==> config.mk <==
export PLATFORM = sky130hd
export DESIGN_NAME = nco_reset_sequencer
export DESIGN_NICKNAME = d
export VERILOG_FILES = /design/src/rtl/nco_reset_sequencer.sv
export SDC_FILE = /design/constraint.sdc
export NUM_CORES = 1
export LEC_CHECK = 0
export CAP_MARGIN = 10
export CORE_AREA = 2 2 52 74
export DETAILED_ROUTE_END_ITERATION = 6
export DIE_AREA = 0 0 54 76
export PLACE_DENSITY = 0.8
export SLEW_MARGIN = 25
export SYNTH_ARGS = -nofsm -noshare
export SYNTH_HDL_FRONTEND = slang
export SYNTH_SLANG_ARGS = --single-unit
==> constraint.sdc <==
create_clock -name clk -period 2.51 [get_ports clk]
set_clock_uncertainty 0.1 [all_clocks]
set_input_delay 0.502 -clock clk [delete_from_list [all_inputs] [get_ports clk]]
set_output_delay 0.502 -clock clk [all_outputs]
set_load 0.01 [all_outputs]
==> src/rtl/nco_reset_sequencer.sv <==
// NCO reset sequencer: waits for a SYSREF edge, holds the RFDC NCO in reset for
// (wait + 1) SYSREF periods, and aborts with a sticky failure flag if SYSREF stops.
module nco_reset_sequencer #(
    parameter int TIMEOUT_CYCLES = 65535
) (
    input  logic       clk,
    input  logic       rst_n,
    input  logic       start_nco_reset,
    input  logic       sysref,
    input  logic [7:0] sysref_wait_cycles,
    output logic       rfdc_nco_reset,
    output logic       nco_reset_done,
    output logic       nco_sync_failed,
    output logic       busy
);

    // state | meaning
    // IDLE  | waiting for start; done/failed hold their last value
    // ARM   | waiting for the first SYSREF edge
    // HOLD  | NCO held in reset, counting down SYSREF periods
    localparam int CNT_W = $clog2(TIMEOUT_CYCLES + 1);
    localparam logic [CNT_W-1:0] TC_LAST = CNT_W'(TIMEOUT_CYCLES - 1);

    typedef enum logic [1:0] {
        S_IDLE = 2'd0,
        S_ARM  = 2'd1,
        S_HOLD = 2'd2
    } state_t;

    state_t           r_state;
    state_t           w_next_state;
    logic             r_sysref_q;
    logic [7:0]       r_wait_cnt;
    logic [CNT_W-1:0] r_timeout_cnt;
    logic             w_sysref_edge;
    logic             w_active;
    logic             w_timeout;

    assign w_sysref_edge = sysref & ~r_sysref_q;
    assign w_active      = (r_state == S_ARM) || (r_state == S_HOLD);
    // An edge in the same cycle as the last allowed count wins over the timeout.
    assign w_timeout     = w_active && !w_sysref_edge && (r_timeout_cnt == TC_LAST);

    always_ff @(posedge clk or negedge rst_n) begin
        if (!rst_n) begin
            r_state <= S_IDLE;
        end else begin
            r_state <= w_next_state;
        end
    end

    always_comb begin
        w_next_state = r_state;
        case (r_state)
            S_IDLE: begin
                if (start_nco_reset) w_next_state = S_ARM;
            end
            S_ARM: begin
                if (w_sysref_edge)  w_next_state = S_HOLD;
                else if (w_timeout) w_next_state = S_IDLE;
            end
            S_HOLD: begin
                if (w_sysref_edge) begin
                    if (r_wait_cnt == 8'd0) w_next_state = S_IDLE;
                end else if (w_timeout) begin
                    w_next_state = S_IDLE;
                end
            end
            default: w_next_state = S_IDLE;
        endcase
    end

    always_comb begin
        busy = (r_state == S_ARM) || (r_state == S_HOLD);
    end

    always_ff @(posedge clk or negedge rst_n) begin
        if (!rst_n) begin
            r_sysref_q      <= 1'b0;
            r_wait_cnt      <= 8'd0;
            r_timeout_cnt   <= '0;
            rfdc_nco_reset  <= 1'b0;
            nco_reset_done  <= 1'b0;
            nco_sync_failed <= 1'b0;
        end else begin
            r_sysref_q <= sysref;
            case (r_state)
                S_IDLE: begin
                    if (start_nco_reset) begin
                        r_wait_cnt      <= sysref_wait_cycles;
                        r_timeout_cnt   <= '0;
                        nco_reset_done  <= 1'b0;
                        nco_sync_failed <= 1'b0;
                    end
                end
                S_ARM, S_HOLD: begin
                    if (w_sysref_edge) begin
                        r_timeout_cnt <= '0;
                        if (r_state == S_ARM) begin
                            rfdc_nco_reset <= 1'b1;
                        end else if (r_wait_cnt == 8'd0) begin
                            rfdc_nco_reset <= 1'b0;
                            nco_reset_done <= 1'b1;
                        end else begin
                            r_wait_cnt <= r_wait_cnt - 8'd1;
                        end
                    end else if (w_timeout) begin
                        rfdc_nco_reset  <= 1'b0;
                        nco_reset_done  <= 1'b0;
                        nco_sync_failed <= 1'b1;
                    end else begin
                        // Cannot wrap: reaching TC_LAST always takes the timeout branch.
                        r_timeout_cnt <= r_timeout_cnt + 1'b1;
                    end
                end
                default: ;
            endcase
        end
    end

endmodule

==> flow_summary.ini, run 1 <==
[outcome]
outcome = finished clean

[floorplanning]
io_pins = 16
die_w_um = 54
coreArea_sq_um = 3510
initial_core_util_pct = 54.5
die_h_um = 76
row_count = 26
die_area_sq_um = 4100

[drt]
vias = 1645
route.detailed.drc = 0
met2_length_um = 2220
drtIter0Drc = 70
wl_um = 4240
wl_met3_um = 111
drt_first_pass_iters = 4
wl_met1_um = 1780
ant_nets = 0
via_per_inst = 5.94
top_layer = met4
detail_route.wl_per_cell_um = 15.3

[synth]
synth_common_cells = dfrtp_1 (30), nor2_1 (19), a21oi_1 (16), nand2_1 (16), nor3_1 (9)
synth_edf_count = 0
synthMuxAreaShare_pct = 1.83
yosys_warnings = 0
synth-async-reset-ratio_pct = 100
synth_area_leaders = dfrtp_1 (39%), ha_1 (5.2%), a21oi_1 (4.2%)
post_synth_and_or_nand_nor_area_fraction_pct = 26.9
yosys.area.top_type = dfrtp_1
yosysSeqAreaShare_pct = 39.2
synth.avg_cell_area_sq_um = 9.25
postSynthCellCount = 207
synth.distinct_cells = 54
yosysMostFrequentCell = dfrtp_1
syn_area_sq_um = 1920
synth_compound_area_share_pct = 19.7
ys_ff_latch = 30
synth_top_family_by_area = simple AND/OR/NAND/NOR gates
syn-num-nets = 227
synthAdderAreaFrac_pct = 5.23
synth_top_flop_cell = dfrtp_1
synth_top_area_share_pct = 39.2
synthXorXnorAreaFrac_pct = 3.66

[cts]
cts.sinks = 30
cts_tree = built
worstSkewPairLatency_ns = 0.29
ctsHoldBuffers = 0
htreeDepth = 2
cts.path.max_buffers = 2
cts-root-buf = clkbuf_8
clk_pin_slew_ns = 0.07
cts_buffers = 5

[setup_path]
crit_end = busy
path_class = reg2out
reg2reg_depth = 8
startpoint = r_state[0]
cp-start-kind = register
worstSetupEndpointType = output port
r2r_end = r_timeout_cnt[12]
r2r_start = r_state[0]
crit_arrival_ns = 1.83
crit_required_ns = 1.91
r2r_setup_slack_ns = 0.24
crit_fanout = 18

[timing]
fin_crit_sh_pct = 97.1
setup_ws_ns = 0.0732
hold_viol_final = 0
timing.fmax_mhz = 410
slew_violations = 0
tightest_slew_ns = 0.648
slew_headroom_pct = 56.7
min_period_ns = 2.44
fin_hold_ws_ns = 0.419
setup_viol = 0

[place]
port_buffers = 15
gp_congestion = 0.923
dp.cells = 267
place_ws_ns = 0.0943
hpwlAfterDp_um = 2960
place_area_sq_um = 2150

[global_route]
grt_max_degree = 31
grt_pass1_wl_um = 7390
grt_overflow = 0
grtUsageTotal_pct = 24.2
antenna_found_initial = 0
grt_pass1_vias = 1628

[finish]
seqCellArea_sq_um = 751
diodes = 0
nNetsFinal = 254
layout-drive-gt1-share_pct = 14.5
fillCellCount = 296
instances_no_fill = 277
multi_input_area_sq_um = 1100
areaGrowthSynthToFinish_pct = 18.7
finalInstanceArea_sq_um = 2270
final_core_util_pct = 64.7

[job]
cap_violations = 0

[power_and_ir_drop]
cellPowerDensity_nw_per_um2 = 1040
p_leak_nw = 0.965
irDropWorstVdd_mv = 1.11

[hold_path]
hp-class = reg2reg
min_path_cells = 2
## where the power goes
part | total [mW] | switching (mW) | leakage, nW | internal [mW]
logic | 1.18 | 0.661 | 0.517 | 0.519
registers | 0.725 | 0.130 | 0.390 | 0.595
clock network | 0.467 | 0.191 | 0.0575 | 0.277
total | 2.37 | 0.982 | 0.965 | 1.39
## per-layer routing
metal,vias to the layer above,GRT usage [%]
met5,-,0
li1,816,-
met3,12,4.71
met4,0,12.0
met1,778,31.9
met2,39,37.0
## sequential cells by signal (all words and copies together) (netlist names)
signal / flops
r_sysref_q: 1
r_state: 2
rfdc_nco_reset: 1
nco_reset_done: 1
nco_sync_failed: 1
r_timeout_cnt: 16
r_wait_cnt: 8
## worst max-delay path, stage by stage (launching register included)
cell,delay [ns]
dfrtp_1,0.40
inv_1,0.08
ha_1,0.33
buf_6,0.18
clkdlybuf4s50_1,0.55
## cell usage in the layout (no fill, tap or decap), types with 2 or more instances in the layout
cell type and count:
dfrtp_1 30, ha_1 8, o211ai_1 2, a211oi_1 3
o21ai_0 8, o22ai_1 6, clkbuf_8 8, nor4_1 2
and3_1 4, or3_1 2, a32o_1 2, xor2_1 3
nand2_1 16, a21oi_2 2, nand2b_1 4, nand4b_1 2
nor3_2 2, a21o_1 2, buf_4 9, nor2_1 19
a22o_1 2, xnor2_1 5, a21oi_1 16, o21ai_1 6
nor3_1 9, o31ai_1 2, inv_1 8, mux2i_1 2
nand4_1 3, nand3_1 8, nor2b_1 2, nand4_2 2
clkdlybuf4s50_1 15
## timing repair
item                       4_1_cts  5_1_grt
buffers inserted                 0        2
resized for setup                0        1
setup endpoints to repair        0        3
hold endpoints to repair         0        0
## final cells by class
class	count	area share [%]
Timing Repair Buffer	25	10.1
Sequential cell	30	33.0
Clock buffer	8	4.84
Tap cell	42	2.31
Multi-Input combinational cell	163	48.3
Inverter	9	1.49
## per-stage QoR
stage,power (mW),TNS [ns]
final,2.37,0
after global placement,1.84,0
after detailed placement,1.86,0
after floorplan,1.53,0
after CTS,2.34,0
after global routing,2.56,-0.00190
## worst min-delay path by stage
stage	start	slack [ns]	to
2_1_floorplan	rst_n	0.11	nco_reset_done
3_3_place_gp	nco_sync_failed	0.39	nco_sync_failed
3_5_place_dp	nco_sync_failed	0.40	nco_sync_failed
4_1_cts	nco_sync_failed	0.42	nco_sync_failed
5_1_grt	rfdc_nco_reset	0.46	rfdc_nco_reset
6_report	nco_sync_failed	0.42	nco_sync_failed
## kinds of logic after synthesis
family / Yosys count
compound gates: 57
xor+xnor: 8
fa+ha+maj: 8
buf+inv: 14
flops: 30
mux: 3
simple gates: 87
(Power assumes the default switching activity.)
==> run 2: changes to the inputs <==
- CAP_MARGIN: 10 -> unset
- HOLD_SLACK_MARGIN: unset -> 0.05
- SETUP_SLACK_MARGIN: unset -> 0.5
==> flow_summary.ini, run 2 (synthesis results as in run 1) <==
[timing]
slew_violations = 0
setup_viol = 0
tightest_slew_ns = 0.530
timing.fmax_mhz = 494
fin_crit_sh_pct = 80.7
setup_ws_ns = 0.484
rsz0062_at_grt = true
slew_headroom_pct = 64.4
hold_viol_final = 0
min_period_ns = 2.03
tns_ns = 0

[cts]
cts.path.max_buffers = 2
worstSkewPairLatency_ns = 0.29
cts.sinks = 30
htreeDepth = 2
cts-root-buf = clkbuf_8
clk_pin_slew_ns = 0.06
cts_buffers = 5
cts_tree = built

[floorplanning]
die_area_sq_um = 4100
row_count = 26
coreArea_sq_um = 3510
io_pins = 16
die_h_um = 76
die_w_um = 54
initial_core_util_pct = 54.5

[hold_path]
hp-class = reg2reg

[finish]
final_common_cell = dfrtp_1
diodes = 0
nNetsFinal = 259
areaGrowthSynthToFinish_pct = 25.4
final_core_util_pct = 68.4
largest_reg_flops = 16
reg_top3 = r_timeout_cnt (16), r_wait_cnt (8), r_state (2)
top_register = r_timeout_cnt
layout_common_cells = dfrtp_1 (29), nor2_1 (16), a21oi_1 (16), nand2_1 (16), clkdlybuf4s50_1 (14)
fillCellCount = 261
layout-drive-gt1-share_pct = 23.4

[drt]
vias = 1724
drt_first_pass_iters = 4
detail_route.wl_per_cell_um = 16.9
ant_nets = 0
wl_um = 4750
route.detailed.drc = 0
via_per_inst = 6.14
drtIter0Drc = 61

[power_and_ir_drop]
cellPowerDensity_nw_per_um2 = 1020
irDropWorstVdd_mv = 0.927
power_mw = 2.46
p_leak_nw = 1.00

[job]
cap_violations = 0

[place]
place_ws_ns = 0.0942
gp_congestion = 0.882
hpwlAfterDp_um = 3220
port_buffers = 15

[global_route]
grtUsageTotal_pct = 25.0
grt_overflow = 0
antenna_found_initial = 0
grt_pass1_vias = 1686
grt_pass1_wl_um = 7710
grt_max_degree = 31

[setup_path]
cp-start-kind = register
crit_required_ns = 2.62
worstSetupEndpointType = register
crit_arrival_ns = 2.14
path_class = reg2reg
crit_fanout = 11

[outcome]
outcome = finished clean
==> run 2: cell count changes in the layout (fill, tap and decap cells not counted), moves of 3 or more <==
| cell | previous run | this run |
|---|---|---|
| buf_4 | 9 | 13 |
| a211oi_1 | 3 | 0 |
| a211oi_2 | 0 | 3 |
| clkbuf_8 | 8 | 5 |
| nor2_1 | 19 | 16 |
==> run 2: metrics by stage <==
step / hold slack [ns] / std cells / instance area [sq um]
after floorplan: 0.106 / 207 / 1930
after global placement: 0.418 / 266 / 2150
after detailed placement: 0.419 / 266 / 2150
after CTS: 0.441 / 278 / 2300
after global routing: 0.483 / 281 / 2400
final: 0.443 / 281 / 2400
==> run 2: report_power, final <==
group	internal, mW	switching [mW]
logic	0.602	0.748
registers	0.596	0.142
clock network	0.186	0.187
==> run 2: layout make-up <==
class | instances | area [sq um] | share of cell area [%]
Clock buffer | 5 | 68.8 | 2.86
Multi-Input combinational cell | 163 | 1210 | 50.3
Sequential cell | 30 | 752 | 31.3
Timing Repair Buffer | 30 | 273 | 11.4
Inverter | 9 | 38.8 | 1.61
Clock inverter | 2 | 10.0 | 0.417
Tap cell | 42 | 52.6 | 2.19
==> run 2: path summary, 6_finish.rpt <==
check / start / endpoint / slack (ns) / cells past startpoint
max: r_state[0] / r_timeout_cnt[2] / 0.48 / 9
min: nco_sync_failed / nco_sync_failed / 0.44 / 2
max reg2reg: r_state[0] / r_timeout_cnt[2] / 0.48 / 9
min reg2reg: nco_sync_failed / nco_sync_failed / 0.44 / 2
max in group asynchronous: rst_n / r_timeout_cnt[0] / 1.49 / 2
min in group asynchronous: rst_n / r_timeout_cnt[3] / 0.50 / 2
==> run 2: per-layer routing <==
layer  wire, um  track usage (%)  part of all wire (%)  vias up
met5          0                0                     0        -
met4         40             7.00                  0.84        0
met3        195             5.69                   4.1        6
met2       2710             42.8                    57       51
met1       1810             30.2                    38      836
li1           -                -                     -      831
==> run 2: timing repair <==
action / CTS / global route
hold buffers: 0 / 0
pin swaps: 4 / 3
setup buffers: 5 / 3
setup endpoints to repair: 25 / 25
gates resized for setup: 10 / 17
==> run 2: worst max-delay path, stage by stage, from the launching register on <==
cell,delay [ns]
dfrtp_1,0.39
inv_2,0.07
ha_4,0.32
inv_6,0.07
or3_4,0.35
buf_6,0.14
o31ai_4,0.22
buf_4,0.16
o21ai_1,0.06
o21ai_1,0.07
